--- src/rtl/hostif_irq_mailbox_pkg.sv ---
// ---------------------------------------------------------------------------
// hostif_irq_mailbox_pkg
// Shared definitions for the host interrupt mailbox:
//   - register word indexes (decoded from byte address bits [4:2])
//   - CTRL / STATUS bit positions and the CTRL register layout
//   - fill-level saturation helper for the STATUS level field
// ---------------------------------------------------------------------------
package hostif_irq_mailbox_pkg;

  // Register word indexes (byte offset >> 2)
  localparam logic [2:0] REG_ID        = 3'd0;  // 0x00
  localparam logic [2:0] REG_CTRL      = 3'd1;  // 0x04
  localparam logic [2:0] REG_STATUS    = 3'd2;  // 0x08
  localparam logic [2:0] REG_EVT_POP   = 3'd3;  // 0x0C
  localparam logic [2:0] REG_DOORBELL  = 3'd4;  // 0x10
  localparam logic [2:0] REG_IRQ_COUNT = 3'd5;  // 0x14

  // CTRL bit positions
  localparam int CTRL_IRQ_EN_BIT     = 0;
  localparam int CTRL_OVF_IRQ_EN_BIT = 1;

  // STATUS bit positions
  localparam int STATUS_NONEMPTY_BIT = 0;
  localparam int STATUS_FULL_BIT     = 1;
  localparam int STATUS_OVF_BIT      = 2;
  localparam int STATUS_LEVEL_LSB    = 8;

  // CTRL register contents; packed so bit 0 is irq_en, bit 1 is ovf_irq_en
  typedef struct packed {
    logic ovf_irq_en;
    logic irq_en;
  } ctrl_t;

  // The STATUS level field is 8 bits; a 256-deep FIFO would otherwise wrap to 0
  function automatic logic [7:0] sat_level8(input logic [8:0] level);
    if (level > 9'd255) begin
      return 8'hFF;
    end else begin
      return level[7:0];
    end
  endfunction

endpackage

--- src/rtl/hostif_irq_mailbox_if.sv ---
// ---------------------------------------------------------------------------
// hostif_irq_mailbox_if
// Avalon-MM bus bundle between the HPS lightweight bridge (master) and the
// mailbox (slave).
//   address/read/write/writedata/byteenable/burstcount/debugaccess : M -> S
//   readdata/readdatavalid/waitrequest                             : S -> M
// ---------------------------------------------------------------------------
interface hostif_irq_mailbox_if #(
  parameter int ADDR_W = 18
) ();

  logic [ADDR_W-1:0] address;
  logic              read;
  logic              write;
  logic [31:0]       writedata;
  logic [3:0]        byteenable;
  logic              burstcount;
  logic              debugaccess;
  logic [31:0]       readdata;
  logic              readdatavalid;
  logic              waitrequest;

  modport master (
    output address, read, write, writedata, byteenable, burstcount, debugaccess,
    input  readdata, readdatavalid, waitrequest
  );

  modport slave (
    input  address, read, write, writedata, byteenable, burstcount, debugaccess,
    output readdata, readdatavalid, waitrequest
  );

endinterface

--- src/rtl/hostif_irq_mailbox_evt_fifo.sv ---
// ---------------------------------------------------------------------------
// hostif_evt_fifo
// Synchronous first-word-fall-through FIFO.
//   clk, rst_n : clock, synchronous active-low reset (empties the FIFO)
//   push_i     : write wdata_i; accepted when not full, or when full and a
//                pop happens in the same cycle
//   pop_i      : drop head_o; ignored when empty
//   head_o     : oldest entry (valid only when !empty_o)
//   level_o    : number of stored entries (0..DEPTH)
//   full_o, empty_o
// Pointers carry one extra wrap bit so full and empty are distinguishable.
// ---------------------------------------------------------------------------
module hostif_evt_fifo #(
  parameter int DEPTH = 16,
  parameter int WIDTH = 32
) (
  input  logic                     clk,
  input  logic                     rst_n,
  input  logic                     push_i,
  input  logic                     pop_i,
  input  logic [WIDTH-1:0]         wdata_i,
  output logic [WIDTH-1:0]         head_o,
  output logic [$clog2(DEPTH):0]   level_o,
  output logic                     full_o,
  output logic                     empty_o
);

  localparam int            AW      = $clog2(DEPTH);
  localparam logic [AW:0]   PTR_ONE = (AW+1)'(1);

  logic [WIDTH-1:0] mem_q [DEPTH];
  logic [AW:0]      wr_ptr_q, wr_ptr_d;
  logic [AW:0]      rd_ptr_q, rd_ptr_d;
  logic             do_push_s;
  logic             do_pop_s;

  assign empty_o = (wr_ptr_q == rd_ptr_q);
  assign full_o  = (wr_ptr_q[AW] != rd_ptr_q[AW]) &&
                   (wr_ptr_q[AW-1:0] == rd_ptr_q[AW-1:0]);
  assign level_o = wr_ptr_q - rd_ptr_q;
  assign head_o  = mem_q[rd_ptr_q[AW-1:0]];

  // Qualify push/pop and compute next pointers; a pop frees the slot a full push needs
  always_comb begin
    do_pop_s  = pop_i & ~empty_o;
    do_push_s = push_i & (~full_o | do_pop_s);
    if (do_push_s) begin
      wr_ptr_d = wr_ptr_q + PTR_ONE;
    end else begin
      wr_ptr_d = wr_ptr_q;
    end
    if (do_pop_s) begin
      rd_ptr_d = rd_ptr_q + PTR_ONE;
    end else begin
      rd_ptr_d = rd_ptr_q;
    end
  end

  // Pointer registers
  always_ff @(posedge clk) begin
    if (!rst_n) begin
      wr_ptr_q <= '0;
      rd_ptr_q <= '0;
    end else begin
      wr_ptr_q <= wr_ptr_d;
      rd_ptr_q <= rd_ptr_d;
    end
  end

  // Storage array; contents need no reset because the pointers define validity
  always_ff @(posedge clk) begin
    if (do_push_s) begin
      mem_q[wr_ptr_q[AW-1:0]] <= wdata_i;
    end
  end

endmodule

--- src/rtl/hostif_irq_mailbox.sv ---
// ---------------------------------------------------------------------------
// hostif_irq_mailbox
// Avalon-MM slave behind the HPS lightweight bridge. FPGA logic pushes
// 32-bit events into a FIFO; the host pops them through EVT_POP, gets a
// level interrupt, and can ring a doorbell toward FPGA logic.
//   clk100_clk, reset_clk100_reset_n : clock, synchronous active-low reset
//   avs                : Avalon-MM slave bus (read latency fixed at 1)
//   evt_valid/evt_data : event push; evt_ready = FIFO not full
//   db_valid/db_data   : one-cycle doorbell pulse + last written payload
//   irq                : registered level interrupt
// ---------------------------------------------------------------------------
module hostif_irq_mailbox
  import hostif_irq_mailbox_pkg::*;
#(
  parameter int          FIFO_DEPTH = 16,
  parameter int          ADDR_W     = 18,
  parameter logic [31:0] ID_VALUE   = 32'h4849_4631
) (
  input  logic                 clk100_clk,
  input  logic                 reset_clk100_reset_n,
  hostif_irq_mailbox_if.slave  avs,
  input  logic                 evt_valid,
  input  logic [31:0]          evt_data,
  output logic                 evt_ready,
  output logic                 db_valid,
  output logic [31:0]          db_data,
  output logic                 irq
);

  localparam int LVL_W = $clog2(FIFO_DEPTH) + 1;

  logic              waitreq_q, waitreq_d;
  logic              rvalid_q, rvalid_d;
  logic [31:0]       rdata_q, rdata_d;
  ctrl_t             ctrl_q, ctrl_d;
  logic              ovf_q, ovf_d;
  logic              db_valid_q, db_valid_d;
  logic [31:0]       db_data_q, db_data_d;
  logic              irq_q, irq_d;
  logic [31:0]       irq_cnt_q, irq_cnt_d;

  logic              fifo_push_s;
  logic              fifo_pop_s;
  logic [31:0]       fifo_head_s;
  logic [LVL_W-1:0]  fifo_level_s;
  logic              fifo_full_s;
  logic              fifo_empty_s;

  logic              in_range_s;
  logic [2:0]        reg_idx_s;
  logic              rd_acc_s;
  logic              wr_acc_s;
  logic              ovf_set_s;
  logic [31:0]       status_s;
  logic [31:0]       rd_mux_s;

  // Burst count, debug access, upper byte lanes and byte-offset bits carry no meaning here
  logic unused_s;
  assign unused_s = ^{avs.burstcount, avs.debugaccess, avs.byteenable[3:1], avs.address[1:0]};

  hostif_evt_fifo #(
    .DEPTH (FIFO_DEPTH),
    .WIDTH (32)
  ) u_evt_fifo (
    .clk     (clk100_clk),
    .rst_n   (reset_clk100_reset_n),
    .push_i  (fifo_push_s),
    .pop_i   (fifo_pop_s),
    .wdata_i (evt_data),
    .head_o  (fifo_head_s),
    .level_o (fifo_level_s),
    .full_o  (fifo_full_s),
    .empty_o (fifo_empty_s)
  );

  // Address decode and access qualification; a simultaneous write is dropped in favour of the read
  always_comb begin
    in_range_s  = (avs.address[ADDR_W-1:5] == {(ADDR_W-5){1'b0}});
    reg_idx_s   = avs.address[4:2];
    rd_acc_s    = avs.read & ~waitreq_q;
    wr_acc_s    = avs.write & ~avs.read & ~waitreq_q & in_range_s;
    fifo_pop_s  = rd_acc_s & in_range_s & (reg_idx_s == REG_EVT_POP);
    fifo_push_s = evt_valid & ~waitreq_q;
    // Full with a concurrent pop is not an overflow: the FIFO takes both
    ovf_set_s   = evt_valid & ~waitreq_q & fifo_full_s & ~fifo_pop_s;
  end

  // STATUS word assembly
  always_comb begin
    status_s                                = 32'd0;
    status_s[STATUS_NONEMPTY_BIT]           = ~fifo_empty_s;
    status_s[STATUS_FULL_BIT]               = fifo_full_s;
    status_s[STATUS_OVF_BIT]                = ovf_q;
    status_s[STATUS_LEVEL_LSB +: 8]         = sat_level8(9'(fifo_level_s));
  end

  // Read data multiplexer
  always_comb begin
    case (reg_idx_s)
      REG_ID:        rd_mux_s = ID_VALUE;
      REG_CTRL:      rd_mux_s = {30'd0, ctrl_q};
      REG_STATUS:    rd_mux_s = status_s;
      REG_EVT_POP:   rd_mux_s = fifo_empty_s ? 32'd0 : fifo_head_s;
      REG_DOORBELL:  rd_mux_s = db_data_q;
      REG_IRQ_COUNT: rd_mux_s = irq_cnt_q;
      default:       rd_mux_s = 32'd0;
    endcase
  end

  // Next-state logic for the read pipeline, registers, doorbell and interrupt
  always_comb begin
    waitreq_d = 1'b0;
    rvalid_d  = rd_acc_s;
    if (rd_acc_s && in_range_s) begin
      rdata_d = rd_mux_s;
    end else begin
      rdata_d = 32'd0;
    end

    ctrl_d = ctrl_q;
    if (wr_acc_s && (reg_idx_s == REG_CTRL) && avs.byteenable[0]) begin
      ctrl_d.irq_en     = avs.writedata[CTRL_IRQ_EN_BIT];
      ctrl_d.ovf_irq_en = avs.writedata[CTRL_OVF_IRQ_EN_BIT];
    end else begin
      ctrl_d = ctrl_q;
    end

    // A new overflow in the clearing cycle wins so no drop goes unreported
    if (ovf_set_s) begin
      ovf_d = 1'b1;
    end else if (wr_acc_s && (reg_idx_s == REG_STATUS) && avs.byteenable[0] &&
                 avs.writedata[STATUS_OVF_BIT]) begin
      ovf_d = 1'b0;
    end else begin
      ovf_d = ovf_q;
    end

    db_valid_d = wr_acc_s && (reg_idx_s == REG_DOORBELL);
    if (db_valid_d) begin
      db_data_d = avs.writedata;
    end else begin
      db_data_d = db_data_q;
    end

    // Uses the next CTRL value so disabling takes effect on the following cycle
    irq_d = (ctrl_d.irq_en & ~fifo_empty_s) | (ctrl_d.ovf_irq_en & ovf_q);

    if (wr_acc_s && (reg_idx_s == REG_IRQ_COUNT)) begin
      irq_cnt_d = 32'd0;
    end else if (irq_d && !irq_q) begin
      irq_cnt_d = irq_cnt_q + 32'd1;
    end else begin
      irq_cnt_d = irq_cnt_q;
    end
  end

  // State registers with synchronous active-low reset
  always_ff @(posedge clk100_clk) begin
    if (!reset_clk100_reset_n) begin
      waitreq_q  <= 1'b1;
      rvalid_q   <= 1'b0;
      rdata_q    <= 32'd0;
      ctrl_q     <= '0;
      ovf_q      <= 1'b0;
      db_valid_q <= 1'b0;
      db_data_q  <= 32'd0;
      irq_q      <= 1'b0;
      irq_cnt_q  <= 32'd0;
    end else begin
      waitreq_q  <= waitreq_d;
      rvalid_q   <= rvalid_d;
      rdata_q    <= rdata_d;
      ctrl_q     <= ctrl_d;
      ovf_q      <= ovf_d;
      db_valid_q <= db_valid_d;
      db_data_q  <= db_data_d;
      irq_q      <= irq_d;
      irq_cnt_q  <= irq_cnt_d;
    end
  end

  // Gating with reset cancels a response already in flight when reset arrives
  assign avs.waitrequest   = waitreq_q;
  assign avs.readdatavalid = rvalid_q & reset_clk100_reset_n;
  assign avs.readdata      = rdata_q & {32{rvalid_q & reset_clk100_reset_n}};
  assign evt_ready         = ~waitreq_q & ~fifo_full_s & reset_clk100_reset_n;
  assign db_valid          = db_valid_q;
  assign db_data           = db_data_q;
  assign irq               = irq_q;

endmodule

--- src/flat_wrapper.sv ---
// flat-port wrapper written by rule: the top's interface ports become plain ports
module hostif_irq_mailbox_flat import hostif_irq_mailbox_pkg::*;
#(
  parameter int          FIFO_DEPTH = 16,
  parameter int          ADDR_W     = 18,
  parameter logic [31:0] ID_VALUE   = 32'h4849_4631
)
  (clk100_clk, reset_clk100_reset_n, evt_valid, evt_data, evt_ready, db_valid, db_data, irq, avs_address, avs_read, avs_write, avs_writedata, avs_byteenable, avs_burstcount, avs_debugaccess, avs_readdata, avs_readdatavalid, avs_waitrequest);
  hostif_irq_mailbox_if #(.ADDR_W(ADDR_W)) avs_i ();
  input  logic clk100_clk;
  input  logic reset_clk100_reset_n;
  input  logic evt_valid;
  input  logic [31:0] evt_data;
  output logic evt_ready;
  output logic db_valid;
  output logic [31:0] db_data;
  output logic irq;
  input wire logic [$bits(avs_i.address)-1:0] avs_address;
  input wire logic [$bits(avs_i.read)-1:0] avs_read;
  input wire logic [$bits(avs_i.write)-1:0] avs_write;
  input wire logic [$bits(avs_i.writedata)-1:0] avs_writedata;
  input wire logic [$bits(avs_i.byteenable)-1:0] avs_byteenable;
  input wire logic [$bits(avs_i.burstcount)-1:0] avs_burstcount;
  input wire logic [$bits(avs_i.debugaccess)-1:0] avs_debugaccess;
  output wire logic [$bits(avs_i.readdata)-1:0] avs_readdata;
  output wire logic [$bits(avs_i.readdatavalid)-1:0] avs_readdatavalid;
  output wire logic [$bits(avs_i.waitrequest)-1:0] avs_waitrequest;
  assign avs_i.address = avs_address;
  assign avs_i.read = avs_read;
  assign avs_i.write = avs_write;
  assign avs_i.writedata = avs_writedata;
  assign avs_i.byteenable = avs_byteenable;
  assign avs_i.burstcount = avs_burstcount;
  assign avs_i.debugaccess = avs_debugaccess;
  assign avs_readdata = avs_i.readdata;
  assign avs_readdatavalid = avs_i.readdatavalid;
  assign avs_waitrequest = avs_i.waitrequest;
  hostif_irq_mailbox #(.FIFO_DEPTH(FIFO_DEPTH), .ADDR_W(ADDR_W), .ID_VALUE(ID_VALUE)) u_core (.clk100_clk(clk100_clk), .reset_clk100_reset_n(reset_clk100_reset_n), .avs(avs_i), .evt_valid(evt_valid), .evt_data(evt_data), .evt_ready(evt_ready), .db_valid(db_valid), .db_data(db_data), .irq(irq));
endmodule
--- config.mk ---
export PLATFORM = sky130hd
export DESIGN_NAME = hostif_irq_mailbox_flat
export DESIGN_NICKNAME = d
export VERILOG_FILES = /design/src/rtl/hostif_irq_mailbox_pkg.sv /design/src/rtl/hostif_irq_mailbox_if.sv /design/src/rtl/hostif_irq_mailbox_evt_fifo.sv /design/src/rtl/hostif_irq_mailbox.sv /design/src/flat_wrapper.sv
export SDC_FILE = /design/constraint.sdc
export NUM_CORES = 1
export LEC_CHECK = 0
export CORE_ASPECT_RATIO = 0.75
export CORE_MARGIN = 10
export CORE_UTILIZATION = 60
export CTS_CLUSTER_DIAMETER = 150
export CTS_CLUSTER_SIZE = 20
export DETAILED_ROUTE_END_ITERATION = 12
export PLACE_DENSITY = 0.89
export SETUP_SLACK_MARGIN = 0.2
export SLEW_MARGIN = 20
export SYNTH_ARGS = -nofsm -noshare
export SYNTH_HDL_FRONTEND = slang
export SYNTH_SLANG_ARGS = --single-unit
--- constraint.sdc ---
create_clock -name clk100_clk -period 9.05 [get_ports clk100_clk]
set_input_delay 1.3575 -clock clk100_clk [delete_from_list [all_inputs] [get_ports clk100_clk]]
set_output_delay 1.3575 -clock clk100_clk [all_outputs]
set_load 0.02 [all_outputs]
==> results of run 1 <==
stage by stage:
| stage | power (mW) | hold slack, ns | instance area, µm² |
|---|---|---|---|
| detailed placement | 3.35 | 0.463 | 27200 |
| floorplan | 3.25 | 0.452 | 25000 |
| CTS | 4.98 | 0.474 | 28200 |
| global placement | 3.34 | 0.457 | 27200 |
| finish | 4.96 | 0.477 | 28200 |
| global route | 5.08 | 0.502 | 28200 |
tightest hold or removal path, stage by stage, from the launching register on:
cell and delay [ns]:
dfxtp_1 0.33, nand2_1 0.06, a21oi_1 0.05
logic make-up after synthesis:
logic type / count (synthesis)
xor gates and xnor gates: 17
AOI/OAI and AO/OA: 198
buffers and inverters: 114
and+or+nand+nor: 306
adders and majority gates: 11
muxes: 213
DFF: 629
per-layer routing:
layer	wire [µm]	part of all wire (%)	track usage [%]
met4	1970	3.3	7.92
met2	29900	50	38.9
met3	5810	9.7	5.21
met5	30	0.050	0
met1	22300	37	30.3
sequential cells by signal, summed over array words and instances, names as in the netlist, 2 cells and up, named ones only:
signal / flops
u_core.rdata_q: 32
u_core.db_data: 32
u_core.ctrl_q: 2
u_core.u_evt_fifo.wr_ptr_q: 5
u_core.irq_cnt_q: 32
u_core.u_evt_fifo.mem_q: 512
u_core.u_evt_fifo.rd_ptr_q: 5
power by group:
| group | switching (mW) | total [mW] | internal [mW] |
|---|---|---|---|
| Combinational | 0.0883 | 0.143 | 0.0547 |
| Clock | 0.889 | 1.68 | 0.793 |
| Sequential | 0.00628 | 3.14 | 3.13 |
| Total | 0.984 | 4.96 | 3.98 |
synthesized netlist by cell type (14+ instances only):
cell      count
a21oi_1     110
and3_1       36
buf_2        22
clkbuf_1     54
dfxtp_1     117
edfxtp_1    512
inv_1        25
mux2_2       32
mux2i_1      51
mux4_2      130
nand2_1      96
nor2_1       78
o21ai_0      17
o22ai_1      31
or3_1        14
final timing paths:
| kind | to | cells after the start | from |
|---|---|---|---|
| worst max-delay path | u_core.u_evt_fifo.mem_q[0][29] | 8 | avs_address[4] |
| worst min-delay path | u_core.db_data[30] | 2 | u_core.db_data[30] |
| worst max register to register | u_core.u_evt_fifo.mem_q[0][29] | 8 | u_core.u_evt_fifo.wr_ptr_q[3] |
| worst min register to register | u_core.db_data[30] | 2 | u_core.db_data[30] |
area by class of cell:
cell class                 count  area share [%]
clock buffer                  51            3.62
clock inverter                 2          0.0887
sequential                   629            62.8
tap                          561            2.49
timing repair buffer         179            6.15
multi-input combinational    745            24.5
inverter                      26           0.346
antenna                        1         0.00887
layout by cell type, fill, tap and decap left out, types with 3 or more instances in the layout:
cell             netlist  layout
and4_1                 4       4
mux4_2               130     130
nor3_2                 0       3
ha_1                  10      10
a22oi_1                5       5
nand2_1               96      96
nor3_1                 9       5
clkbuf_1              54      12
o22ai_1               31      31
nand4_1               12      12
or4_1                 11      11
and2_1                 7       7
edfxtp_1             512     512
clkdlybuf4s50_1        0     152
xnor2_1                8       8
or2_2                  3       3
xor2_1                 9       9
clkbuf_16              0      39
mux2_2                32      32
dfxtp_1              117     113
nand2b_1               4       4
a21oi_1              110     110
o2111ai_1              3       3
or3_1                 14      13
nor4_2                 3       4
nand3_1                9       9
buf_4                  1      23
nor2b_1                5       5
o211ai_1               6       6
dfxtp_4                0       3
o21ai_0               17      16
nor2_4                 0      11
nor2_1                78      67
mux2i_1               51      51
o31ai_1               10      10
nor4_1                 5       4
inv_1                 25      25
and3_1                36      36
==> results.py, run 1 <==
metrics = {
    "route": {
        "drt_first_pass_iters": 8,
        "dr_total_vias": 14427,
        "routed_via_density": 6.58,
        "ant_nets": 0,
        "detail_route.wirelength_um": 60000,
        "wl_per_cell_um": 27.3,
        "drtIter0Drc": 1872,
        "drc": 0,
    },
    "synthesis": {
        "synthTopCellsByArea": "edfxtp_1 62%, mux4_2 12%, dfxtp_1 9.4%",
        "synth_warnings": 0,
        "syn_inst": 1488,
        "ys_async_sr_fraction_pct": 0,
        "synth_fa_ha_area_share_pct": 0.581,
        "synth_ff_type": "edfxtp_1",
        "synthMuxAreaShare_pct": 15.2,
        "synth_top_area_share_pct": 61.6,
        "synth_compound_gate_area_share_pct": 4.62,
        "yosys.area_share.simple_pct": 6.16,
        "synth_edf_count": 512,
        "syn_area_um2": 25000,
        "synth_area_per_cell_um2": 16.8,
        "synth_xor_area_share_pct": 0.596,
        "syn_nets": 1592,
        "yosysTopAreaCell": "edfxtp_1",
        "synth_seq_cells": 629,
        "ys_seq_area_share_pct": 70.9,
        "synth_cell_types": 59,
        "synth_top_family_by_area": "multiplexers",
    },
    "clock_network": {
        "hold_buffers": 0,
        "cts_tree": "built",
        "path_clk_slew_ns": 0.08,
        "clk_latency_ns": 0.56,
        "cts_resized": 0,
        "root_buffer": "clkbuf_16",
        "post-cts-setup-buffers": 0,
        "cts_buffers": 37,
        "clock_path_buffers": 3,
        "h-tree-depth": 2,
        "cts.sinks": 629,
    },
    "worst_setup_path": {
        "path_class": "in -> reg",
        "critPathMaxStageDelay_ns": 0.83,
        "reg2reg_slack_ns": 5.11,
        "path_max_fanout": 23,
        "crit_top_cell": "nand2_1",
        "crit_buf_inv": 2,
        "slowest_stage": "nor3_2",
        "worst_setup_path_start_kind": "input pin",
        "required_ns": 9.26,
        "worstPathArrival_ns": 5.60,
        "crit_family": "simple AND/OR/NAND/NOR gates",
        "crit_chain": "clkdlybuf4s50_1, nor2b_1, nand2_1, o31ai_1, and2_0, nand2_1, nor3_2, buf_4",
        "endpoint_kind": "flip-flop",
    },
    "cells_and_area": {
        "final_cells": 2194,
        "fillerInstances": 2462,
        "drive_gt1_share_pct": 16.4,
        "nNetsFinal": 1722,
        "area_delta_synth_final_pct": 13.0,
        "regArea_um2": 17700,
        "multiInputGateArea_um2": 6910,
        "final_util_pct": 69.0,
    },
    "grt": {
        "grt_overflow": 0,
        "grt_pass1_vias": 14763,
        "antenna_found_initial": 3,
        "grt_max_degree": 87,
        "grt_first_pass_wirelength_um": 90600,
        "grt_use_total_pct": 23.3,
    },
    "power": {
        "irDropWorstVdd_v": 0.000199,
        "p_leak_nw": 8.61,
        "power_per_cell_area_nw_per_um2": 176,
    },
    "run_status": {
        "status": "finished clean",
    },
    "die": {
        "dieHeight_um": 197,
        "die_area_um2": 50300,
        "start_util_pct": 61.0,
        "row_count": 64,
        "io_pins": 162,
        "design.core.area_um2": 40900,
        "die-width_um": 256,
    },
    "min_path": {
        "hold_class": "reg -> reg",
    },
    "timing": {
        "fin_worst_skew_ns": 0.0221,
        "drv_slew": 0,
        "setup-tns-final_ns": 0,
        "hold_viol": 0,
        "rsz0062_at_grt": "false",
        "worst-slew-pin-transition_ns": 1.12,
        "clock.fmax_mhz": 186,
        "min_period_over_period_pct": 59.5,
        "fin_crit_ns": 5.39,
        "setup_slack_ns": 3.66,
        "finalSetupViolCount": 0,
        "slew-limit-headroom_pct": 25.3,
    },
    "placement": {
        "gp_congestion": 0.897,
        "port_buffers": 154,
        "dp_cells": 2139,
        "pre_cts_ws_ns": 3.25,
        "hpwlAfterDp_um": 35900,
    },
    "run": {
        "cap_violations": 0,
    },
}
No activity file was read; power rests on OpenSTA's default activity.
==> run 2: changes to the inputs <==
- CORE_UTILIZATION: 60 -> 59
- PLACE_DENSITY: 0.89 -> 0.88
- clock period: 9.05 -> 5.1 ns (I/O delays scaled with it)
==> run 2 against run 1 <==
Net effect: count of clock-buffer cells in the layout up 1; clock skew up 0.0035 ns; first-iteration DRC count up 6.4%; global-route usage up 0.28 points; routed wire length up 2.0%; highest routed layer unchanged; register-to-register slack worse by 3.4 ns; core utilization down 1.3 points; worst hold slack worse by 0.0028 ns; final area up 0.58%.
==> results.py, run 2 (synthesis gave the netlist of run 1 again) <==
metrics = {
    "run_status": {
        "status": "finished clean",
    },
    "min_path": {
        "hold_class": "reg -> reg",
        "min_from": "u_core.db_data[21]",
    },
    "route": {
        "detail_route.wirelength_um": 61200,
        "drc": 0,
        "routed_via_density": 6.60,
        "dr_total_vias": 14641,
        "wl_per_cell_um": 27.6,
        "ant_nets": 0,
        "drt_first_pass_iters": 6,
        "drtIter0Drc": 1991,
    },
    "cells_and_area": {
        "drive_gt1_share_pct": 17.1,
        "final_common_cell": "edfxtp_1",
        "area_delta_synth_final_pct": 13.7,
        "final_area_um2": 28400,
        "fillerInstances": 2584,
        "nNetsFinal": 1737,
        "final_cell_mix": "512 x edfxtp_1, 153 x clkdlybuf4s50_1, 130 x mux4_2, 113 x dfxtp_1, 110 x a21oi_1",
        "final_util_pct": 67.6,
        "largest_reg_flops": 512,
        "final_cells": 2219,
    },
    "worst_setup_path": {
        "r2r_start": "u_core.u_evt_fifo.wr_ptr_q[3]",
        "worst_setup_path_start_kind": "input pin",
        "worstPathArrival_ns": 2.91,
        "path_class": "in -> out",
        "path_max_fanout": 52,
        "crit_start": "reset_clk100_reset_n",
        "required_ns": 4.34,
        "endpoint_kind": "output pin",
    },
    "timing": {
        "drv_slew": 0,
        "finalSetupViolCount": 0,
        "worst-slew-pin-transition_ns": 1.09,
        "min_period_over_period_pct": 72.0,
        "setup-tns-final_ns": 0,
        "hold_viol": 0,
        "fin_worst_skew_ns": 0.0255,
        "clock.fmax_mhz": 272,
        "rsz0062_at_grt": "false",
        "slew-limit-headroom_pct": 26.7,
        "fin_crit_ns": 3.67,
        "whs_ns": 0.474,
        "setup_slack_ns": 1.43,
    },
    "grt": {
        "grt_use_total_pct": 23.6,
        "grt_max_degree": 77,
        "grt_pass1_vias": 14615,
        "grt_first_pass_wirelength_um": 92200,
        "antenna_found_initial": 3,
        "grt_overflow": 0,
    },
    "placement": {
        "place_area_um2": 27300,
        "dp_cells": 2162,
        "pre_cts_ws_ns": 1.02,
        "gp_congestion": 0.940,
        "port_buffers": 154,
        "hpwlAfterDp_um": 37500,
    },
    "run": {
        "cap_violations": 0,
    },
    "die": {
        "die_area_um2": 51100,
        "dieHeight_um": 198,
        "die-width_um": 258,
        "row_count": 65,
        "design.core.area_um2": 42000,
        "start_util_pct": 59.5,
        "io_pins": 162,
    },
    "clock_network": {
        "cts.sinks": 629,
        "cts_tree": "built",
        "h-tree-depth": 2,
        "cts_resized": 0,
        "post-cts-setup-buffers": 0,
        "clock_path_buffers": 3,
        "root_buffer": "clkbuf_16",
        "cts_buffers": 37,
        "path_clk_slew_ns": 0.08,
        "hold_buffers": 0,
        "clk_latency_ns": 0.57,
    },
    "power": {
        "irDropWorstVdd_v": 0.000273,
        "p_leak_nw": 8.71,
        "power.total_mw": 8.84,
        "power_per_cell_area_nw_per_um2": 311,
    },
}
## run 2: cell type report
cell class / instances / area [µm²] / area share [%]
diodes: 2 / 5.00 / 0.0176
clock buffers: 52 / 1020 / 3.61
clock inverters: 2 / 25.0 / 0.0882
inverters: 26 / 97.6 / 0.344
multi-input cells: 745 / 6910 / 24.3
flip-flops and latches: 629 / 17700 / 62.5
well taps: 569 / 712 / 2.51
repair buffers: 194 / 1890 / 6.65
## run 2: worst paths after layout
path,endpoint,slack (ns),cells past startpoint
worst min-delay path,u_core.db_data[21],0.47,2
worst max register to register,u_core.u_evt_fifo.mem_q[5][14],1.70,8
worst min register to register,u_core.db_data[21],0.47,2
worst max-delay path,evt_ready,1.43,6
## run 2: where the power goes
part	switching, mW	total (mW)	leakage (nW)	internal, mW
clock	1.60	3.01	0.507	1.41
sequential	0.0112	5.57	5.56	5.56
combinational	0.163	0.263	2.64	0.101
## run 2: metal layers
metal | up-vias | GRT usage, % | wire length [µm]
li1 | 6117 | - | -
met1 | 7500 | 32.4 | 23800
met2 | 872 | 37.5 | 29400
met3 | 150 | 5.32 | 6020
met4 | 2 | 7.48 | 1950
met5 | - | 0 | 7
## run 2: worst max-delay path, cell delays in order
cell and delay [ns]:
clkdlybuf4s50_1 0.46, buf_4 0.34, clkinv_1 0.11, buf_4 0.32, nor3_1 0.26, clkdlybuf4s50_1 0.64
==> run 3: changes to the inputs <==
- clock period: 5.1 -> 3.4 ns (I/O delays scaled with it)
==> run 3 against run 2 <==
Net effect: global-route usage is 1.1 points higher; cell count rose by 1.6%; critical endpoint is now avs_readdata[12]; critical path type is now reg -> out; largest power group unchanged; combinational power up 57%; sequential share of layout area is 1.2 points lower.
==> results.py, run 3 (synthesis gave the netlist of run 1 again) <==
metrics = {
    "cells_and_area": {
        "fillerInstances": 2566,
        "final_cell_mix": "512 x edfxtp_1, 153 x clkdlybuf4s50_1, 130 x mux4_2, 113 x dfxtp_1, 110 x a21oi_1",
        "final_cells": 2255,
        "nNetsFinal": 1774,
        "area_delta_synth_final_pct": 15.8,
        "drive_gt1_share_pct": 18.8,
        "final_common_cell": "edfxtp_1",
        "largest_reg_flops": 512,
    },
    "grt": {
        "grt_max_degree": 52,
        "antenna_found_initial": 1,
        "grt_use_total_pct": 24.8,
        "grt_overflow": 0,
        "grt_first_pass_wirelength_um": 95700,
        "grt_pass1_vias": 15169,
    },
    "power": {
        "p_leak_nw": 8.92,
        "irDropWorstVdd_v": 0.000435,
        "power_per_cell_area_nw_per_um2": 458,
    },
    "min_path": {
        "min_from": "avs_address[2]",
        "hold_depth": 5,
        "hold_class": "in -> reg",
        "min_to": "u_core.ovf_q",
    },
    "clock_network": {
        "h-tree-depth": 2,
        "path_clk_slew_ns": 0.09,
        "root_buffer": "clkbuf_16",
        "post-cts-setup-buffers": 0,
        "cts_buffers": 37,
        "cts.sinks": 629,
        "hold_buffers": 0,
        "clock_path_buffers": 3,
        "clk_latency_ns": 0.57,
        "cts_tree": "built",
        "cts_resized": 0,
    },
    "run": {
        "cap_violations": 0,
    },
    "die": {
        "start_util_pct": 59.5,
        "io_pins": 162,
        "die-width_um": 258,
        "dieHeight_um": 198,
        "design.core.area_um2": 42000,
        "die_area_um2": 51100,
        "row_count": 65,
    },
    "timing": {
        "worst-slew-pin-transition_ns": 0.982,
        "setup-tns-final_ns": 0,
        "fin_worst_skew_ns": 0.0238,
        "fin_crit_ns": 3.01,
        "drv_slew": 0,
        "min_period_over_period_pct": 88.4,
        "slew-limit-headroom_pct": 34.5,
        "hold_viol": 0,
        "clock.fmax_mhz": 333,
        "finalSetupViolCount": 0,
        "rsz0062_at_grt": "false",
    },
    "route": {
        "drtIter0Drc": 2062,
        "wl_per_cell_um": 28.3,
        "drt_first_pass_iters": 9,
        "drc": 0,
        "routed_via_density": 6.59,
        "detail_route.wirelength_um": 63800,
        "ant_nets": 0,
        "dr_total_vias": 14870,
    },
    "worst_setup_path": {
        "path_max_fanout": 33,
        "required_ns": 2.89,
        "endpoint_kind": "output pin",
        "worstPathArrival_ns": 2.50,
        "path_class": "reg -> out",
        "reg2reg_slack_ns": 0.40,
        "r2r_start": "u_core.u_evt_fifo.wr_ptr_q[0]",
        "worst_setup_path_start_kind": "flip-flop",
        "ff2ff_path_depth": 9,
        "timing.rr.end": "u_core.irq_cnt_q[8]",
    },
    "placement": {
        "gp_congestion": 0.909,
        "hpwlAfterDp_um": 39300,
        "port_buffers": 154,
        "dp_cells": 2200,
    },
    "run_status": {
        "status": "finished clean",
    },
}
-- run 3: changes by cell type in the layout (fill, tap and decap cells not counted), sizes merged --
cell	before	now
clkbuf	52	50
clkinv	2	4
buf	41	78
diode	2	1
-- run 3: final cells by class --
| type | count | area (µm²) | area share (%) |
|---|---|---|---|
| sequential | 629 | 17700 | 61.3 |
| multi-input combinational | 745 | 6940 | 24.0 |
| timing repair buffer | 231 | 2430 | 8.39 |
| clock buffer | 50 | 975 | 3.37 |
| tap | 569 | 712 | 2.46 |
| inverter | 26 | 97.6 | 0.337 |
| clock inverter | 4 | 57.6 | 0.199 |
| antenna | 1 | 2.50 | 0.00865 |
-- run 3: where the power goes --
group	total [mW]	switching (mW)	internal, mW
combinational	0.413	0.252	0.160
sequential	8.36	0.0171	8.34
clock	4.47	2.44	2.04
total	13.2	2.71	10.5
-- run 3: how the worst max path moves through the flow --
stage / startpoint / to / slack (ns) / cells after the start
final: u_core.rvalid_q / avs_readdata[12] / 0.39 / 2
after global routing: u_core.u_evt_fifo.wr_ptr_q[0] / evt_ready / 0.21 / 6
after CTS: u_core.u_evt_fifo.wr_ptr_q[0] / evt_ready / 0.39 / 6
after detailed placement: avs_address[11] / u_core.u_evt_fifo.mem_q[0][22] / -0.06 / 8
after global placement: avs_address[11] / u_core.u_evt_fifo.mem_q[0][28] / 0.03 / 8
after floorplan: avs_address[4] / u_core.u_evt_fifo.mem_q[4][0] / -0.27 / 9
-- run 3: critical path, cell delays in order (launching register included) --
cell and delay (ns):
dfxtp_1 0.97, and3_1 0.28, clkdlybuf4s50_1 0.66
-- run 3: routing by layer --
metal	GRT usage (%)	routed length, µm	share of wire, %
met5	0	0	0
met2	41.1	31700	50
met4	9.52	2400	3.8
met1	32.4	24200	38
met3	4.38	5480	8.6
-- run 3: metrics by stage --
step	setup WS [ns]	hold WS, ns	utilization [%]	cell area, µm²	total power [mW]
global placement	0.0265	0.457	66.5	27900	8.91
detailed placement	-0.0560	0.463	66.5	27900	8.94
finish	0.394	0.475	69.0	28900	13.2
floorplan	-0.266	0.452	-	25000	8.66
CTS	0.391	0.426	68.9	28900	13.3
global route	0.212	0.477	69.0	28900	13.6
